--- config.mk ---
export PLATFORM = sky130hd
export DESIGN_NAME = serial_tx
export DESIGN_NICKNAME = d
export VERILOG_FILES = /design/src/rtl/serial_tx.sv
export SDC_FILE = /design/constraint.sdc
export NUM_CORES = 1
export LEC_CHECK = 0
export ABC_AREA = 1
export BUFFER_PORTS_ARGS = -buffer_cell sky130_fd_sc_hd__buf_2
export CORE_UTILIZATION = 30
export CTS_CLUSTER_SIZE = 24
export DETAILED_ROUTE_END_ITERATION = 10
export PLACE_DENSITY = 0.53
export SKIP_CTS_REPAIR_TIMING = 1
export SLEW_MARGIN = 0
export SYNTH_ARGS = -nofsm -noshare
export SYNTH_HDL_FRONTEND = slang
export SYNTH_SLANG_ARGS = --single-unit
--- constraint.sdc ---
create_clock -name i_clk -period 3.4 [get_ports i_clk]
set_input_delay 0.17 -clock i_clk [delete_from_list [all_inputs] [get_ports i_clk]]
set_output_delay 0.17 -clock i_clk [all_outputs]
set_load 0.005 [all_outputs]
--- src/rtl/serial_tx.sv ---
// serial_tx: frame-based serial transmitter (start bit, DATA_W data bits
// LSB first, stop bit), each bit held CLKS_PER_BIT clock cycles.
//
// Ports:
//   i_clk     clock, all state updates on its rising edge
//   i_rst     synchronous active-high reset, priority over everything
//   i_enable  block enable; 0 aborts any frame and holds the block idle
//   i_valid   request to transmit i_data
//   i_data    word to send, sampled only on acceptance
//   o_ready   block can accept a word this cycle (combinational)
//   o_tx      registered serial line, idles high
//   o_busy    frame in progress
//   o_done    one-cycle pulse in the first idle cycle after a frame
module serial_tx #(
  parameter int CLKS_PER_BIT = 4,
  parameter int DATA_W       = 8
) (
  input  logic              i_clk,
  input  logic              i_rst,
  input  logic              i_enable,
  input  logic              i_valid,
  input  logic [DATA_W-1:0] i_data,
  output logic              o_ready,
  output logic              o_tx,
  output logic              o_busy,
  output logic              o_done
);

  localparam int CW = (CLKS_PER_BIT > 1) ? $clog2(CLKS_PER_BIT) : 1;
  localparam int IW = $clog2(DATA_W);
  localparam logic [CW-1:0] CNT_LAST = CW'(CLKS_PER_BIT - 1);
  localparam logic [IW-1:0] IDX_LAST = IW'(DATA_W - 1);

  typedef enum logic [1:0] {IDLE, START, DATA, STOP} state_t;

  state_t            state, state_nxt;
  logic [CW-1:0]     cnt, cnt_nxt;
  logic [IW-1:0]     idx, idx_nxt;
  logic [DATA_W-1:0] sh, sh_nxt;
  logic              tx_nxt, busy_nxt, done_nxt;
  logic              bit_end;

  assign o_ready = (state == IDLE) && i_enable && !i_rst;
  assign bit_end = (cnt == CNT_LAST);

  always_ff @(posedge i_clk) begin
    if (i_rst) begin
      state  <= IDLE;
      cnt    <= '0;
      idx    <= '0;
      sh     <= '0;
      o_tx   <= 1'b1;
      o_busy <= 1'b0;
      o_done <= 1'b0;
    end else begin
      state  <= state_nxt;
      cnt    <= cnt_nxt;
      idx    <= idx_nxt;
      sh     <= sh_nxt;
      o_tx   <= tx_nxt;
      o_busy <= busy_nxt;
      o_done <= done_nxt;
    end
  end

  always_comb begin
    state_nxt = state;
    cnt_nxt   = cnt;
    idx_nxt   = idx;
    sh_nxt    = sh;
    tx_nxt    = o_tx;
    busy_nxt  = o_busy;
    done_nxt  = 1'b0;
    if (!i_enable) begin
      // Abort: back to idle line, no done pulse for the dropped frame.
      state_nxt = IDLE;
      cnt_nxt   = '0;
      idx_nxt   = '0;
      tx_nxt    = 1'b1;
      busy_nxt  = 1'b0;
    end else begin
      unique case (state)
        IDLE: begin
          tx_nxt = 1'b1;
          if (i_valid) begin
            state_nxt = START;
            sh_nxt    = i_data;
            cnt_nxt   = '0;
            idx_nxt   = '0;
            tx_nxt    = 1'b0;
            busy_nxt  = 1'b1;
          end
        end
        START: begin
          if (bit_end) begin
            state_nxt = DATA;
            cnt_nxt   = '0;
            tx_nxt    = sh[0];
          end else begin
            cnt_nxt = cnt + CW'(1);
          end
        end
        DATA: begin
          if (bit_end) begin
            cnt_nxt = '0;
            if (idx == IDX_LAST) begin
              state_nxt = STOP;
              idx_nxt   = '0;
              tx_nxt    = 1'b1;
            end else begin
              // Present the next bit while shifting it into position 0.
              idx_nxt = idx + IW'(1);
              sh_nxt  = sh >> 1;
              tx_nxt  = sh[1];
            end
          end else begin
            cnt_nxt = cnt + CW'(1);
          end
        end
        STOP: begin
          if (bit_end) begin
            state_nxt = IDLE;
            cnt_nxt   = '0;
            tx_nxt    = 1'b1;
            busy_nxt  = 1'b0;
            done_nxt  = 1'b1;
          end else begin
            cnt_nxt = cnt + CW'(1);
          end
        end
        default: begin
          state_nxt = IDLE;
          cnt_nxt   = '0;
          idx_nxt   = '0;
          tx_nxt    = 1'b1;
          busy_nxt  = 1'b0;
        end
      endcase
    end
  end

endmodule

# Word-level counts from Yosys, hierarchy flattened
# Cells that the tools add are included.
word_totals:
  elab_cells: 63
  output_inout_bits: 4
  input_bits: 12
  regBits: 18
op_classes:
  eq_ne: 11
  n_reduce_logical: 14
  n_addsub: 2
  n_bitwise: 2
  mux: 27
op_table:
  columns: ["op", "n"]
  rows:
  - ["2-to-1 mux 8 bit", 3]
  - ["case mux 8 bit (2 select lines)", 1]
  - ["2-to-1 mux 2 bit", 7]
  - ["inequality test 2 bit, second input constant", 6]
  - ["AND reduction 5 bit", 2]
  - ["2-to-1 mux 3 bit", 3]
  - ["AND reduction 3 bit", 3]
  - ["2-to-1 mux 1 bit", 8]
  - ["case mux 2 bit (4 select lines)", 1]
  - ["equality test 2 bit, second input constant", 3]
  - ["case mux 3 bit (2 select lines)", 1]
  - ["OR reduction 3 bit", 2]
  - ["case mux 1 bit (4 select lines)", 1]
  - ["case mux 2 bit (2 select lines)", 1]
  - ["nonzero test 2 bit", 2]
  - ["adder 3 x 1 -> 3 bit, second input constant", 1]
  - ["equality test 3 bit, second input constant", 1]
  - ["adder 2 x 1 -> 2 bit, second input constant", 1]
  - ["equality test 2 x 1 -> 1 bit, second input constant", 1]
  - ["logical AND 1 bit", 2]
  - ["zero test 2 bit", 1]
  - ["NOT 1 bit", 2]
  - ["case mux 1 bit (2 select lines)", 1]
  - ["OR reduction 2 bit", 1]
  - ["zero test 1 bit", 1]

# Depth between registers and ports, before layout
# Gate-level depths: netlist of run 1.
logic_depth:
  word_depth: 4
  depth_mapped: 10
  mapped_depth_nobuf: 9

# Worst setup path after synthesis of run 1
# No wires, ideal clock.
synth_path:
  path_kind: "reg2reg"
  startpoint: "register idx[0]"
  endpoint: "register sh[0]"
  path_stages_with_launch: 8
  slack_ps: 2028
  arrival_time_ps: 1259
  synth_period_minus_slack_ps: 1372
  cell_sequence: "dfxtp_1 -> ha_1 -> ha_1 -> a21oi_4 -> nand3_4 -> buf_6 -> nor2_1 -> nor2_1"
synth_via:
  elab_chain_len: 3
synth_rtl:
  columns: ["item", "line_no", "rtl"]
  rows:
  - ["from (decl)", "38", "logic [IW-1:0] idx, idx_nxt;"]
  - ["from (signal assigned)", "58", "idx <= idx_nxt;"]
  - ["equality test 3 bit", "106", "if (idx == IDX_LAST) begin"]
  - ["inequality test 2 bit (no source line)", null, null]
  - ["AND reduction 5 bit (no source line)", null, null]
  - ["to (signal assigned)", "59", "sh <= sh_nxt;"]
  - ["to (decl)", "39", "logic [DATA_W-1:0] sh, sh_nxt;"]
# No other way between the ends.
# A chain may end at the register's enable or synchronous reset.

# Worst setup path after layout of run 1
layout_path:
  startpoint: "register state[0]"
  endpoint: "register sh[7]"
layout_via:
  elab_chain_len: 3
  word_cells_on_any_way: 8
layout_rtl:
  columns: ["item", "line_no", "rtl"]
  rows:
  - ["from (decl)", "36", "state_t state, state_nxt;"]
  - ["from (signal assigned)", "56", "state <= state_nxt;"]
  - ["equality test 2 bit / zero test 2 bit (equally long branches)", "82", "unique case (state)"]
  - ["inequality test 2 bit (no source line) / nonzero test 2 bit (equally long branches)", null, null]
  - ["AND reduction 5 bit (no source line)", null, null]
# Parallel ways exist; a longest one is shown, timed or not.

==> results.json, run 1 <==
{
  "synth-xor-area-share_pct": 0,
  "antenna_cells": 0,
  "max_stage_delay_ns": 0.39,
  "die_y_um": 60.48,
  "path_delay_family": "simple AND/OR/NAND/NOR gates",
  "synth.distinct_cells": 16,
  "ant_nets": 0,
  "crit_type": "reg2reg",
  "final_common_cell": "nand2_1",
  "first_global_vias": 837,
  "gr-usage-all-layers_pct": 13.12,
  "cts_buffer_depth": 2,
  "muxShareOfSynthArea_pct": 0,
  "cts_tree": "done",
  "synth_nets": 174,
  "ys_ff_latch": 18,
  "synth_top_family_by_area": "simple AND/OR/NAND/NOR gates",
  "critPathArrivalTime_ns": 1.82,
  "tns_ns": 0,
  "drtPass1Iterations": 4,
  "vias_per_cell": 4.288,
  "regArea_um2": 360.3,
  "post_drt_wl_per_cell_um": 9.191,
  "fill_cells": 363,
  "antenna_found_initial": 0,
  "layout_common_cells": "43 x nand2_1, 26 x nor2_1, 23 x inv_1, 18 x dfxtp_1, 15 x buf_2",
  "boundaryPins": 16,
  "end_kind": "flop",
  "seq_area_frac_synth_pct": 35.12,
  "power.leakage_nw": 0.6096,
  "synth_area_per_cell_um2": 6.619,
  "multi_input_area_um2": 548.0,
  "pre_cts_ws_ns": 1.804,
  "grt_pass1_wl_um": 3512,
  "hold_viol_final": 0,
  "cp-start-kind": "flop",
  "crit_chain": "inv_1 > ha_1 > nand2_2 > nand2_1 > nor2_1 > nand3_1 > nand2_1 > nor2_1",
  "min_period_ns": 1.606,
  "h-tree-depth": 1,
  "critical_path_required_ns": 3.61,
  "overflow": 0,
  "outcome": "completed",
  "synth_area_leaders": "dfxtp_1 35%, nand2_1 16%, nor2_1 9.5%, ha_1 8.5%, inv_1 8.4%",
  "vias": 922,
  "powerDensity_nw_per_um2": 429.5,
  "clk_pin_slew_worst_paths_ns": 0.11,
  "synthAdderAreaFrac_pct": 8.537,
  "clk_latency_ns": 0.30,
  "io_buffer_count": 15,
  "setup_viol": 0,
  "syn_inst": 155,
  "ys_warn_count": 0,
  "start_util_pct": 32.54,
  "peakVddDrop_mv": 0.1747,
  "max_cap_viol_count": 0,
  "worstMarginPinSlew_ns": 0.4253,
  "gp_congestion": 0.7778,
  "max_freq_mhz": 622.7,
  "die_w_um": 60.48,
  "drive_above_1_share_pct": 15.20,
  "synth_top_area_share_pct": 35.12,
  "finalNetCount": 191,
  "finalWirelength_um": 1976,
  "area_growth_syn_to_layout_pct": 13.54,
  "cts_made_buffers": 3,
  "syn_area_um2": 1026,
  "relSlewSlack_pct": 71.35,
  "crit_slowest_cell": "dfxtp_1",
  "yosys.area_share.simple_pct": 34.27,
  "worst_slack_ns": 1.794,
  "coreArea_um2": 3153,
  "cts.sinks": 18,
  "fin_skew_ns": 0.008184,
  "worst-path-buf-inv": 1,
  "drt-initial-drc-count": 43,
  "std_cell_rows": 20,
  "slew_violations": 0,
  "r2r_setup_slack_ns": 1.79,
  "dieArea_um2": 3658,
  "cts-root-buf": "clkbuf_4",
  "grt_max_degree": 15,
  "finalCritPeriodShare_pct": 47.23,
  "hpwl_um": 1503,
  "rsz0062_at_grt": "no",
  "hold_path.class": "in2reg",
  "post-route-drc-count": 0,
  "critPathMaxFanout": 9,
  "yosysTopAreaCell": "dfxtp_1",
  "synth-compound-area-share_pct": 10.61
}
-- where the power goes --
group	internal [W]	leakage, nW	switching [W]
registers	0.000228	0.147	0.00000802
logic	0.0000449	0.442	0.0000837
clock network	0.0000654	0.0210	0.0000708
-- final cells by class --
| class | count | share of cell area [%] |
|---|---|---|
| repair buffers | 15 | 6.445 |
| multi-input cells | 110 | 47.05 |
| clock buffers | 4 | 3.115 |
| inverters | 24 | 7.734 |
| flip-flops and latches | 18 | 30.93 |
| well taps | 44 | 4.726 |
-- state kept, by name, indices dropped and copies added (netlist names) --
signal	count
sh	8
idx	3
cnt	2
state	2
o_busy	1
o_done	1
o_tx	1
-- routing by layer --
metal | vias up | GRT usage, % | wire length (um) | share of wire (%)
met4 | 0 | 5.844 | 40 | 2.0
met2 | 17 | 21.35 | 864 | 44
met5 | - | 0 | 0 | 0
met1 | 388 | 15.69 | 983 | 50
met3 | 5 | 4.478 | 87 | 4.4
li1 | 512 | - | - | -
-- Yosys cell counts --
cell and count:
a211oi_1 1, a21oi_1 9, a21oi_4 1, buf_2 1
buf_6 2, dfxtp_1 18, ha_1 7, inv_1 23
inv_2 1, nand2_1 43, nand2_2 4, nand3_1 9
nand3_4 1, nor2_1 26, nor3_1 1, o21ai_0 8
-- tightest hold or removal path: cells and delay by family --
family | cells | cell delay, ns
AND/OR/NAND/NOR | 1 | 0.08
AO/OA/AOI/OAI | 1 | 0.06
buffers and inverters | 1 | 0.12
-- path summary, 6_finish.rpt --
check,startpoint,cells past startpoint,endpoint
min reg2reg,o_busy,2,o_busy
max,state[0],8,sh[7]
max reg2reg,state[0],8,sh[7]
min,i_valid,3,o_busy
-- logic make-up after synthesis --
| group | count (synthesis) |
|---|---|
| buffers and inverters | 27 |
| adders and majority gates | 7 |
| and+or+nand+nor | 84 |
| DFF | 18 |
| AOI/OAI and AO/OA | 19 |
-- metrics by stage --
step	total power (W)	hold slack, ns	utilization, %	instance area, um^2	instances
2_1_floorplan	0.0003435	0.3297	-	1026	155
3_3_place_gp	0.0003671	0.4341	35.79	1129	211
3_5_place_dp	0.0003687	0.4319	35.79	1129	211
4_1_cts	0.0005088	0.1527	36.94	1165	215
5_1_grt	0.0005424	0.1864	36.94	1165	215
6_report	0.0005003	0.1650	36.94	1165	215
Note: power is estimated with default switching activity, not from simulation.
==> run 2, diff against run 1 <==
--- a/config.mk
+++ b/config.mk
@@ -10,7 +10,7 @@
 export CORE_UTILIZATION = 30
 export CTS_CLUSTER_SIZE = 24
 export DETAILED_ROUTE_END_ITERATION = 10
-export PLACE_DENSITY = 0.53
+export PLACE_DENSITY = 0.54
 export SKIP_CTS_REPAIR_TIMING = 1
 export SLEW_MARGIN = 0
 export SYNTH_ARGS = -nofsm -noshare
==> constraint.sdc (replaced) <==
create_clock -name i_clk -period 1.4 [get_ports i_clk]
set_input_delay 0.07 -clock i_clk [delete_from_list [all_inputs] [get_ports i_clk]]
set_output_delay 0.07 -clock i_clk [all_outputs]
set_load 0.005 [all_outputs]
==> run 2 against run 1 <==
  * Sequential power up 140%
  * Total power increased to 2.7 times the previous value
  * Fmax increased by 17%
  * Combinational power rose to 3.8 times the previous value
  * Routed wire length rose by 28%
  * Via count rose by 12%
  * Clock skew grew 0.00056 ns
  * Cell count increased by 8.4%
  * Clock-buffer cell count is 1 lower
==> results.json, run 2 (same netlist as run 1, synthesis figures left out) <==
{
  "worstMarginPinSlew_ns": 0.2996,
  "sw_frac_of_total_pct": 34.79,
  "power.leakage_nw": 0.6935,
  "io_buffer_count": 15,
  "coreArea_um2": 3153,
  "ant_nets": 0,
  "fin_skew_ns": 0.008746,
  "die_w_um": 60.48,
  "hold_path.class": "in2reg",
  "fin_area_um2": 1435,
  "cts_made_buffers": 3,
  "holdPathStages": 4,
  "std_cell_rows": 20,
  "peakVddDrop_mv": 0.4436,
  "max_cap_viol_count": 0,
  "setup_viol": 0,
  "dieArea_um2": 3658,
  "worst_slack_ns": 0.02771,
  "critPathMaxFanout": 7,
  "finalWirelength_um": 2530,
  "hold_ws_ns": 0.06489,
  "largest-register": "sh",
  "cp-start-kind": "flop",
  "pre_cts_ws_ns": -0.09472,
  "pwr-share-clk_pct": 19.7,
  "wl_met3_um": 72,
  "critical_path_required_ns": 1.65,
  "hold_viol_final": 0,
  "antenna_found_initial": 0,
  "largest_reg_flops": 8,
  "h-tree-depth": 1,
  "post_drt_wl_per_cell_um": 10.86,
  "maxUsedRoutingLayer": "met4",
  "vias": 1032,
  "first_global_vias": 944,
  "grt_max_degree": 15,
  "min_period_ns": 1.372,
  "relSlewSlack_pct": 79.95,
  "start_util_pct": 32.54,
  "drtPass1Iterations": 4,
  "place_area_um2": 1226,
  "seqPwrFrac_pct": 43.5,
  "final_common_cell": "nand2_1",
  "area_growth_syn_to_layout_pct": 39.88,
  "gp_congestion": 0.8367,
  "internal-power_w": 0.0008653,
  "antenna_cells": 0,
  "critPathArrivalTime_ns": 1.62,
  "routed-wl-met2_um": 1275,
  "r2r_cells": 8,
  "drive_above_1_share_pct": 35.98,
  "layout_common_cells": "39 x nand2_1, 23 x nor2_1, 18 x inv_1, 15 x buf_2, 15 x buf_4",
  "post-route-drc-count": 0,
  "p_sw_w": 0.0004615,
  "grt_pass1_wl_um": 3836,
  "cts.sinks": 18,
  "vias_per_cell": 4.429,
  "rsz0062_at_grt": "yes",
  "clk_latency_ns": 0.30,
  "clk_pin_slew_worst_paths_ns": 0.11,
  "boundaryPins": 16,
  "overflow": 0,
  "cts_buffer_depth": 2,
  "slew_violations": 0,
  "outcome": "completed",
  "hpwl_um": 1688,
  "drt-met1-wl_um": 1154,
  "finalCritPeriodShare_pct": 98.02,
  "comb_power_share_pct": 36.8,
  "max_freq_mhz": 728.7,
  "gr-usage-all-layers_pct": 14.15,
  "finalNetCount": 210,
  "die_y_um": 60.48,
  "powerDensity_nw_per_um2": 924.5,
  "crit_type": "reg2reg",
  "drt-initial-drc-count": 21,
  "cts-root-buf": "clkbuf_4",
  "end_kind": "flop",
  "reg_top3": "sh (8), idx (3)",
  "cts_tree": "done"
}
run 2: per-stage QoR:
| step | instances | power (W) | util, % | setup TNS [ns] |
|---|---|---|---|---|
| finish | 233 | 0.001327 | 45.52 | 0 |
| global route | 233 | 0.001427 | 45.52 | -0.2396 |
| CTS | 227 | 0.001225 | 39.60 | -1.249 |
| detailed placement | 224 | 0.0009570 | 38.89 | -0.7166 |
| global placement | 224 | 0.0009461 | 38.89 | -0.1496 |
| floorplan | 155 | 0.0008341 | - | 0 |
run 2: worst paths after layout:
| path | start | end | slack, ns |
|---|---|---|---|
| hold reg to reg | o_busy | o_busy | 0.45 |
| setup reg to reg | state[0] | sh[0] | 0.03 |
| hold / removal | i_rst | state[0] | 0.06 |
| setup / recovery | state[0] | sh[0] | 0.03 |
run 2: per-layer routing:
metal	vias up	track usage, %
li1	551	-
met1	461	17.38
met2	16	24.33
met3	4	2.559
met4	0	5.844
met5	-	0
run 2: power by group through the flow:
| stage | sequential (W) | clock, W | combinational, W |
|---|---|---|---|
| finish | 0.000577 | 0.000262 | 0.000488 |
| global route | 0.000582 | 0.000300 | 0.000545 |
| CTS | 0.000570 | 0.000278 | 0.000377 |
| detailed placement | 0.000582 | 0 | 0.000375 |
| global placement | 0.000581 | 0 | 0.000365 |
| floorplan | 0.000580 | 0 | 0.000254 |
run 2: cell type report:
class | instances | area [um^2]
Multi-Input combinational cell | 111 | 670.6
Clock buffer | 3 | 22.52
Timing Repair Buffer | 32 | 210.2
Sequential cell | 18 | 367.9
Inverter | 24 | 101.3
Tap cell | 44 | 55.05
Timing Repair inverter | 1 | 7.507
Fill cell | 364 | 1718
run 2: critical path, cell delays in order (launching register included):
cell	delay, ns
dfxtp_2	0.36
inv_4	0.05
ha_4	0.15
buf_6	0.12
a21oi_4	0.22
nand3_4	0.16
nand2_2	0.10
nand2_2	0.05
nor2_2	0.10
==> run 3, diff against run 2 <==
--- a/config.mk
+++ b/config.mk
@@ -7,10 +7,12 @@
 export LEC_CHECK = 0
 export ABC_AREA = 1
 export BUFFER_PORTS_ARGS = -buffer_cell sky130_fd_sc_hd__buf_2
-export CORE_UTILIZATION = 30
+export CELL_PAD_IN_SITES_DETAIL_PLACEMENT = 1
+export CELL_PAD_IN_SITES_GLOBAL_PLACEMENT = 2
+export CORE_UTILIZATION = 27
 export CTS_CLUSTER_SIZE = 24
 export DETAILED_ROUTE_END_ITERATION = 10
-export PLACE_DENSITY = 0.54
+export PLACE_DENSITY = 0.79
 export SKIP_CTS_REPAIR_TIMING = 1
 export SLEW_MARGIN = 0
 export SYNTH_ARGS = -nofsm -noshare
==> run 3 against run 2 <==
  * Via count increased by 1.7%
  * Combinational power is 7.4% lower
  * First-iteration DRC count is 9.5% higher
  * Global-route usage grew 0.30 points
  * Fmax grew 2.8%
  * Cell count is 0.86% lower
  * Non-clock buffer count fell by 5
  * Sequential power about the same
  * Sequential cell count unchanged
==> results.json, run 3 (same netlist as run 1, synthesis figures left out) <==
{
  "cts.sinks": 18,
  "antenna_found_initial": 0,
  "drive_above_1_share_pct": 33.88,
  "h-tree-depth": 1,
  "wl_met3_um": 63,
  "max_cap_viol_count": 0,
  "overflow": 0,
  "power.leakage_nw": 0.6695,
  "worstHoldStart": "i_valid",
  "clk_pin_slew_worst_paths_ns": 0.07,
  "gp_congestion": 0.7881,
  "maxUsedRoutingLayer": "met4",
  "crit_type": "reg2reg",
  "cts_tree": "done",
  "hpwl_um": 2075,
  "hold_path.class": "in2reg",
  "routed-wl-met2_um": 1458,
  "internal-power_w": 0.0009322,
  "critical_path_required_ns": 1.59,
  "finalWirelength_um": 2795,
  "fin_area_um2": 1390,
  "p_sw_w": 0.0004613,
  "hold_viol_final": 0,
  "layout_common_cells": "38 x nand2_1, 23 x nor2_1, 20 x inv_1, 15 x buf_2, 13 x dfxtp_1",
  "cts_buffer_depth": 2,
  "antenna_cells": 0,
  "end_kind": "flop",
  "rsz0062_at_grt": "yes",
  "pre_cts_ws_ns": -0.09047,
  "setup_viol": 0,
  "largest_reg_flops": 8,
  "cts_made_buffers": 3,
  "grt_max_degree": 15,
  "critPathMaxFanout": 7,
  "finalNetCount": 204,
  "worst_slack_ns": 0.06514,
  "largest-register": "sh",
  "start_util_pct": 28.02,
  "relSlewSlack_pct": 80.61,
  "cp-start-kind": "flop",
  "worstMarginPinSlew_ns": 0.2905,
  "die_y_um": 63.65,
  "fill_cells": 483,
  "slew_violations": 0,
  "post-route-drc-count": 0,
  "first_global_vias": 1101,
  "boundaryPins": 16,
  "die_w_um": 63.65,
  "vias": 1050,
  "sw_frac_of_total_pct": 33.10,
  "final_common_cell": "nand2_1",
  "comb_power_share_pct": 32.4,
  "gr-usage-all-layers_pct": 14.44,
  "startpoint": "idx[0]",
  "dieArea_um2": 4051,
  "critPathArrivalTime_ns": 1.52,
  "drt-met1-wl_um": 1251,
  "seqPwrFrac_pct": 41.2,
  "min_period_ns": 1.335,
  "drtPass1Iterations": 2,
  "cts-root-buf": "clkbuf_8",
  "std_cell_rows": 22,
  "grt_pass1_wl_um": 4574,
  "post_drt_wl_per_cell_um": 12.10,
  "area_growth_syn_to_layout_pct": 35.49,
  "pwr-share-clk_pct": 26.4,
  "finalCritPeriodShare_pct": 95.35,
  "r2r_start": "idx[0]",
  "fin_skew_ns": 0.004588,
  "peakVddDrop_mv": 0.4059,
  "ant_nets": 0,
  "coreArea_um2": 3661,
  "io_buffer_count": 15,
  "clk_latency_ns": 0.25,
  "powerDensity_nw_per_um2": 1002,
  "drt-initial-drc-count": 23,
  "place_area_um2": 1224,
  "vias_per_cell": 4.545,
  "max_freq_mhz": 749.1,
  "reg_top3": "sh (8), idx (3)",
  "outcome": "completed"
}
run 3: cell types whose count changed in the layout (fill, tap and decap cells not counted), sizes merged:
cell / change
inv: +1
clkinvlp: -2
buf: -5
run 3: final timing paths:
| path | endpoint | slack, ns | depth (start not counted) |
|---|---|---|---|
| max | sh[4] | 0.07 | 7 |
| min | o_busy | 0.11 | 3 |
| max reg2reg | sh[4] | 0.07 | 7 |
| min reg2reg | o_busy | 0.44 | 2 |
run 3: layer usage:
layer,track usage (%),up-vias
li1,-,534
met1,15.49,502
met2,27.66,12
met3,2.355,2
met4,5.398,0
met5,0,-
run 3: area by class of cell:
class,instances,area (um^2),share of cell area [%]
Multi-Input combinational cell,111,656.9,47.25
Sequential cell,18,369.1,26.55
Timing Repair Buffer,27,172.7,12.42
Inverter,24,90.09,6.481
Tap cell,48,60.06,4.320
Clock buffer,3,41.29,2.970
run 3: worst max-delay path, cell delays in order (launching register included):
cell and delay [ns]:
dfxtp_2 0.34, ha_4 0.16, ha_4 0.16, a21oi_4 0.22, nand3_4 0.17, nand2_2 0.09
nand2_1 0.04, nor2_1 0.09
run 3: stage by stage:
| stage | utilization, % | total power (W) | instances | hold WS, ns | setup TNS, ns |
|---|---|---|---|---|---|
| 3_5_place_dp | 33.42 | 0.0009676 | 227 | 0.3803 | -0.8106 |
| 3_3_place_gp | 33.42 | 0.0009514 | 227 | 0.3840 | -0.005486 |
| 6_report | 37.97 | 0.001394 | 231 | 0.1056 | 0 |
| 4_1_cts | 34.55 | 0.001352 | 230 | 0.1053 | -1.126 |
| 5_1_grt | 37.97 | 0.001500 | 231 | 0.1194 | -0.1766 |
| 2_1_floorplan | - | 0.0008341 | 155 | 0.2297 | 0 |
run 3: power groups by stage:
stage | logic (W) | clock network [W] | registers [W]
4_1_cts | 0.000390 | 0.000393 | 0.000570
6_report | 0.000452 | 0.000368 | 0.000574
3_3_place_gp | 0.000371 | 0 | 0.000581
2_1_floorplan | 0.000254 | 0 | 0.000580
3_5_place_dp | 0.000386 | 0 | 0.000581
5_1_grt | 0.000516 | 0.000404 | 0.000580
